### src/rtl/ram_row_reader.sv
// ram_row_reader: streams num_rows strided RAM rows through a 2-entry buffer to a valid/ready consumer.
// The first row bypasses the empty buffer so it appears two cycles after start.
module ram_row_reader #(
    parameter int AWIDTH      = 10,
    parameter int DESIGN_SIZE = 16,
    parameter int DWIDTH      = 8
) (
    input  logic                          clk,
    input  logic                          resetn,
    input  logic                          start,
    input  logic [AWIDTH-1:0]             base_addr,
    input  logic [AWIDTH-1:0]             num_rows,
    input  logic [AWIDTH-1:0]             stride,
    output logic                          busy,
    output logic                          done,
    output logic [AWIDTH-1:0]             ram_addr,
    output logic [DESIGN_SIZE-1:0]        ram_we,
    output logic [DESIGN_SIZE*DWIDTH-1:0] ram_d,
    input  logic [DESIGN_SIZE*DWIDTH-1:0] ram_q,
    output logic [DESIGN_SIZE*DWIDTH-1:0] out_data,
    output logic                          out_valid,
    input  logic                          out_ready,
    output logic                          out_last
);
    localparam int RW = DESIGN_SIZE * DWIDTH;

    typedef enum logic [1:0] {IDLE, ISSUE, DRAIN, FIN} state_t;

    state_t            state, state_nx;
    logic [AWIDTH-1:0] rows_r, stride_r, icnt, acnt, addr_r;
    logic              pend, rd_ptr, wr_ptr, issue, last_issue, pop, push, fifo_rd;
    logic [1:0]        cnt;
    logic [RW-1:0]     fifo [2];

    // pend marks a read whose row appears on ram_q this cycle
    assign issue      = state == ISSUE && ({1'b0, pend} + cnt) < 2'd2;
    assign last_issue = icnt == rows_r - 1'b1;
    assign out_valid  = cnt != 2'd0 || pend;
    assign out_data   = cnt != 2'd0 ? fifo[rd_ptr] : pend ? ram_q : '0;
    assign out_last   = out_valid && acnt == rows_r - 1'b1;
    assign pop        = out_valid && out_ready;
    assign fifo_rd    = pop && cnt != 2'd0;
    assign push       = pend && !(pop && cnt == 2'd0);
    assign busy       = state != IDLE;
    assign done       = state == FIN;
    assign ram_addr   = addr_r;
    assign ram_we     = '0;
    assign ram_d      = '0;

    always_comb begin
        state_nx = state;
        case (state)
            IDLE:    if (start) state_nx = num_rows == '0 ? FIN : ISSUE;
            ISSUE:   if (issue && last_issue) state_nx = DRAIN;
            DRAIN:   if (pop && out_last) state_nx = FIN;
            default: state_nx = IDLE;
        endcase
    end

    always_ff @(posedge clk or negedge resetn) begin
        if (!resetn) begin
            state    <= IDLE;
            rows_r   <= '0;
            stride_r <= '0;
            icnt     <= '0;
            acnt     <= '0;
            addr_r   <= '0;
            pend     <= 1'b0;
            cnt      <= '0;
            rd_ptr   <= 1'b0;
            wr_ptr   <= 1'b0;
        end else begin
            state <= state_nx;
            pend  <= issue;
            if (state == IDLE && start) begin
                rows_r   <= num_rows;
                stride_r <= stride;
                icnt     <= '0;
                acnt     <= '0;
                if (num_rows != '0) addr_r <= base_addr;
            end
            if (issue) begin
                icnt <= icnt + 1'b1;
                if (!last_issue) addr_r <= addr_r + stride_r;
            end
            if (pop) acnt <= acnt + 1'b1;
            if (push) wr_ptr <= ~wr_ptr;
            if (fifo_rd) rd_ptr <= ~rd_ptr;
            cnt <= cnt + {1'b0, push} - {1'b0, fifo_rd};
        end
    end

    always_ff @(posedge clk)
        if (push) fifo[wr_ptr] <= ram_q;
endmodule

### config.mk
export PLATFORM = sky130hd
export DESIGN_NAME = ram_row_reader
export DESIGN_NICKNAME = d
export VERILOG_FILES = /design/src/rtl/ram_row_reader.sv
export SDC_FILE = /design/constraint.sdc
export NUM_CORES = 1
export LEC_CHECK = 0
export ABC_AREA = 1
export BUFFER_PORTS_ARGS = -buffer_cell sky130_fd_sc_hd__clkbuf_2
export CAP_MARGIN = 20
export CORE_ASPECT_RATIO = 1.4
export CORE_UTILIZATION = 47
export CTS_CLUSTER_SIZE = 10
export DETAILED_ROUTE_END_ITERATION = 7
export PLACE_DENSITY = 0.82
export SETUP_SLACK_MARGIN = 0.4
export SYNTH_ARGS = -nofsm -noshare
export SYNTH_HDL_FRONTEND = slang
export SYNTH_SLANG_ARGS = --single-unit
export TNS_END_PERCENT = 10
### constraint.sdc
create_clock -name clk -period 7 [get_ports clk]
set_input_delay 0.35 -clock clk [delete_from_list [all_inputs] [get_ports clk]]
set_output_delay 0.35 -clock clk [all_outputs]
set_load 0.03 [all_outputs]
-- Yosys cells after proc, flatten, opt, wreduce, memory -nomap -nowiden
Memories as Yosys holds them, arrays and structs flattened.
Cells that the tools add are included.
- bits in registers: 57
- memory bits (writable): 256
- memories: 1
- output and inout port bits: 286
- input port bits: 162
- logic and storage cells: 65
- memories (memory ; depth ; width ; read ports ; clocked after memory_dff ; write ports ; RTL line ; text):
    fifo ; 2 ; 128 ; 1 ; 0 ; 1 ; 33 ; logic [RW-1:0] fifo [2];
- bitwise operators: 2
- add/sub/neg operators: 7
- reduce and logical (&&, ||, !) cells: 20
- multiplexer cells: 16
- equal/unequal tests: 8
- $lt $le $gt $ge: 1
- operators by type and width (kind ; count):
    128-bit two-way mux ; 2
    10-bit two-way mux ; 7
    10-bit by 1-bit adder with 10-bit output (second input constant) ; 2
    10-bit == test ; 2
    10-bit adder ; 1
    10-bit logical NOT ; 1
    10-bit nonzero test ; 1
    10-bit by 1-bit subtractor with 10-bit output (second input constant) ; 1
    1-bit logical AND ; 9
    2-bit two-way mux ; 4
    2-bit nonzero test ; 4
    2-bit case mux with 3 select lines ; 1
    2-bit == test (second input constant) ; 2
    2-bit logical NOT ; 2
    2-bit inequality test (second input constant) ; 2
    3-bit AND reduction ; 1
    1-bit by 2-bit adder with 2-bit output ; 1
    2-bit by 1-bit adder with 2-bit output ; 1
    2-bit by 1-bit == test with 1-bit output (second input constant) ; 1
    2-bit < comparator (second input constant) ; 1
    1-bit two-way mux ; 2
    2-bit by 1-bit inequality test with 1-bit output (second input constant) ; 1
    1-bit inverter ; 2
    2-bit by 1-bit subtractor with 2-bit output ; 1
    2 further kinds ; 2

-- Logic depth before layout (Yosys ltp)
- depth after elaboration: 8
- depth in mapped cells: 16
- depth with buffers taken out: 16

-- Worst setup path after synthesis
No wires, ideal clock.
- path kind: register to register
- from: register cnt[1]
- to: memory fifo[1][0] in the netlist's numbering (enable)
- buffers on the path: 0
- path slack: 0.284 ns
- required time: 6.382 ns
- arrival: 6.099 ns
- period minus slack after synthesis: 6.716 ns
- library setup time: 0.618 ns
- cell stages (with the launch flop): 5
- cells stage by stage: dfrtp_1 nor2_1 a21oi_1 inv_1 nor2_1
- cells in the longest elaborated chain, start to end: 8
- RTL lines (element ; RTL line ; text):
    start, declared ; 32 ; logic [1:0] cnt;
    start signal, assigned ; 89 ; cnt <= cnt + {1'b0, push} - {1'b0, fifo_rd};
    2-bit nonzero test ; 38 ; assign out_valid = cnt != 2'd0 || pend;
    1-bit logical OR ; 38 ;
    1-bit logical AND ; 41 ; assign pop = out_valid && out_ready;
    1-bit logical AND (*) ; 43 ; assign push = pend && !(pop && cnt == 2'd0);
    1-bit logical NOT (*) ; 43 ;
    1-bit logical AND (*) ; 43 ;
    net push ; 31 ; logic pend, rd_ptr, wr_ptr, issue, last_issue, pop, push, fifo_rd;
    1-bit two-way mux (*) ; 94 ; if (push) fifo[wr_ptr] <= ram_q;
    1-bit two-way mux (implied by the code) (*) ; 94 ;
    end, declared ; 33 ;
The timed path passes the listed nets; every way through them passes the cells marked *.

-- Worst setup path after layout
- from: register cnt[1]
- to: output out_data[83]
- cells in the longest elaborated chain, start to end: 2
- RTL lines (element ; RTL line ; text):
    2-bit nonzero test ; 39 ; assign out_data = cnt != 2'd0 ? fifo[rd_ptr] : pend ? ram_q : '0;
    128-bit two-way mux ; 39 ;
    end, declared ; 20 ; output logic [DESIGN_SIZE*DWIDTH-1:0] out_data,
No other way between the ends.

==> results.ini <==
[clock_tree]
cts.hold.buffers_added = 0
worstSkewPairLatency_ns = 0.50
root_buffer = clkbuf_16
cts_max_path_buffers = 3
cts.sinks = 313
htree_levels = 2
clkTransAtPathRegs_ns = 0.06
cts_inserted_buffers = 37
post_cts_buffers = 0
cts_repair_resize_count = 0
tritoncts = built

[setup_path]
r2r_end = fifo[1][120]$_DFFE_PP_
crit_arrival_ns = 3.36
cp-end-kind = output port
rrSetupSlack_ns = 3.46
cp_max_fo = 101
cp-start-kind = flip-flop
cp_data_required_time_ns = 6.65
r2r_cells = 6
criticalPathCategory = reg2out
timing.rr.start = pend$_DFF_PN0_

[layout]
syn_to_final_growth_pct = 16.2
final_common_cell = clkbuf_2
fillCellCount = 2687
nNetsFinal = 1953
layout-drive-gt1-share = 0.224
layout_common_cells = clkbuf_2 (303), o21ai_0 (278), edfxtp_1 (256)

[sta]
max-slew-margin-rel = 0.333
clock.fmax_mhz = 270
whs_ns = -0.00954
skew_ns = 0.00868
fin_crit_sh = 0.530
setup_tns_ns = 0
finalSetupViolations = 0
fin_crit_ns = 3.71
tightest_slew_ns = 1.00
final_hold_viol_count = 9
rsz0062_at_grt = false
finalMaxSlewViolations = 0

[floorplan]
dieArea_um2 = 33000
die_w_um = 154
die_h_um = 215
fp.coreArea_um2 = 31700
io_pins = 448
initial_core_util = 0.479
rows = 77

[yosys]
synth_compound_area_frac = 0.114
yosysSeqAreaShare = 0.600
async_flop_share = 0.182
synth_mux_area_frac = 0.00346
synth_seq_cells = 313
synth_fa_ha_area_frac = 0.0170
synth_cell_types = 44
synth_cells = 1489
synth_area_um2 = 15200
synth_flop_cell = edfxtp_1
synth_edf_count = 256
synthSimpleGateAreaFrac = 0.150
synth_top_family_by_area = simple AND/OR/NAND/NOR gates
synth-xor-area-share = 0.00750
avgSynthCellArea_um2 = 10.2
ys_warn_count = 0

[pwr]
pwr-share-seq = 0.310
power_per_cell_area_nw_per_um2 = 504
power.switching_uw = 4250
p_leak_uw = 0.00720
p_int_uw = 4640
sw_frac_of_total = 0.478
clockPowerShare = 0.191
vdd_drop_max_mv = 0.306
pwr-share-comb = 0.499

[routing]
drc = 0
wl_per_cell_um = 17.7
drt-initial-drc-count = 1048
drt_wl_total_um = 38800
viasPerCell = 5.37
drtPass1Iterations = 5
vias = 11800
ant_nets = 0

[global_routing]
grt_max_degree = 102
grt_pass1_vias = 11100
grt_util_all_layers = 0.231
overflow = 0
antenna_found_initial = 13
grt_pass1_wl_um = 59700

[status]
failed_checks = negative hold slack
status = complete, but fails checks

[placement]
io_buffers = 303
dp_hpwl_um = 26000
gp_congestion = 0.908

[run]
drv_cap = 0

[worst_hold_path]
hold_class = in2async

[layout make-up]
cell class	instances	area, um2	area share
Tap cell	395	494	0.0280
Multi-Input combinational cell	1032	4990	0.283
Antenna cell	8	20.0	0.00114
Clock buffer	53	1040	0.0589
Timing Repair Buffer	320	1700	0.0962
Inverter	67	254	0.0144
Clock inverter	2	12.5	0.000710
Sequential cell	313	9120	0.517
[layer usage]
layer  vias to the layer above  share of wire  routed length, um  GRT usage
li1                       5490              -                  -          -
met1                      5558           0.38              14900      0.287
met2                       608           0.50              19500      0.392
met3                        98          0.076               2930     0.0457
met4                        10          0.036               1380     0.0960
met5                         -         0.0018                 68          0
[per-stage QoR]
step	util	cell area (um2)	total power, uW	worst slack, ns	cells
floorplan	-	15700	5940	0.300	1632
global placement	0.520	16500	7090	3.50	2123
detailed placement	0.521	16500	7190	3.49	2125
CTS	0.554	17600	8910	3.28	2180
global route	0.556	17600	9430	2.99	2189
finish	0.556	17600	8890	3.29	2190
[state kept, by name, summed over array words and instances (netlist names), 2 cells and up]
register / flops
acnt: 10
rows_r: 10
fifo: 256
state: 2
stride_r: 10
ram_addr: 10
cnt: 2
icnt: 10
[critical path: stages (launching register included)]
cell and delay (ns):
dfrtp_1 0.44, nor2_4 0.05, buf_4 0.33, clkinv_2 0.35
buf_4 0.75, o21ai_0 0.23, o21ai_0 0.32, clkbuf_2 0.27
[cell families (layout without fill, tap and decap cells)]
family	after synthesis	count (layout)
adders and majority gates	20	20
and+or+nand+nor	516	516
other	1	152
AOI/OAI and AO/OA	334	334
DFF	313	313
buffers and inverters	287	442
muxes	5	5
xor gates and xnor gates	13	13
[cells in the mapped netlist, drive strengths merged, types with 4 or more instances]
master / instances / area [um2]
inv: 67 / 251
nor3: 9 / 61.3
dfrtp: 57 / 1430
xor2: 10 / 87.6
or2: 4 / 25.0
clkbuf: 73 / 274
nand2: 137 / 532
ha: 19 / 238
nor2: 184 / 721
buf: 147 / 1100
nand3: 169 / 856
a21oi: 23 / 115
o211ai: 5 / 47.5
nand4: 9 / 56.3
edfxtp: 256 / 7690
o21ai: 297 / 1500
[worst max path at each step]
stage / slack [ns] / end / cells after the start / from
after CTS: 3.28 / out_data[25] / 7 / cnt[1]$_DFF_PN0_
after global placement: 3.50 / fifo[0][10]$_DFFE_PP_ / 6 / pend$_DFF_PN0_
final: 3.29 / out_data[83] / 7 / cnt[1]$_DFF_PN0_
after detailed placement: 3.49 / fifo[0][118]$_DFFE_PP_ / 6 / pend$_DFF_PN0_
after global routing: 2.99 / out_data[25] / 7 / cnt[1]$_DFF_PN0_
after floorplan: 0.30 / fifo[0][0]$_DFFE_PP_ / 4 / cnt[1]$_DFF_PN0_
[power by group through the flow]
stage / combinational, uW / sequential, uW / clock (uW)
floorplan: 3180 / 2760 / 0
global placement: 4320 / 2770 / 0
detailed placement: 4400 / 2790 / 0
CTS: 4420 / 2760 / 1730
global route: 4820 / 2800 / 1810
finish: 4430 / 2760 / 1700
(Power assumes the default switching activity.)
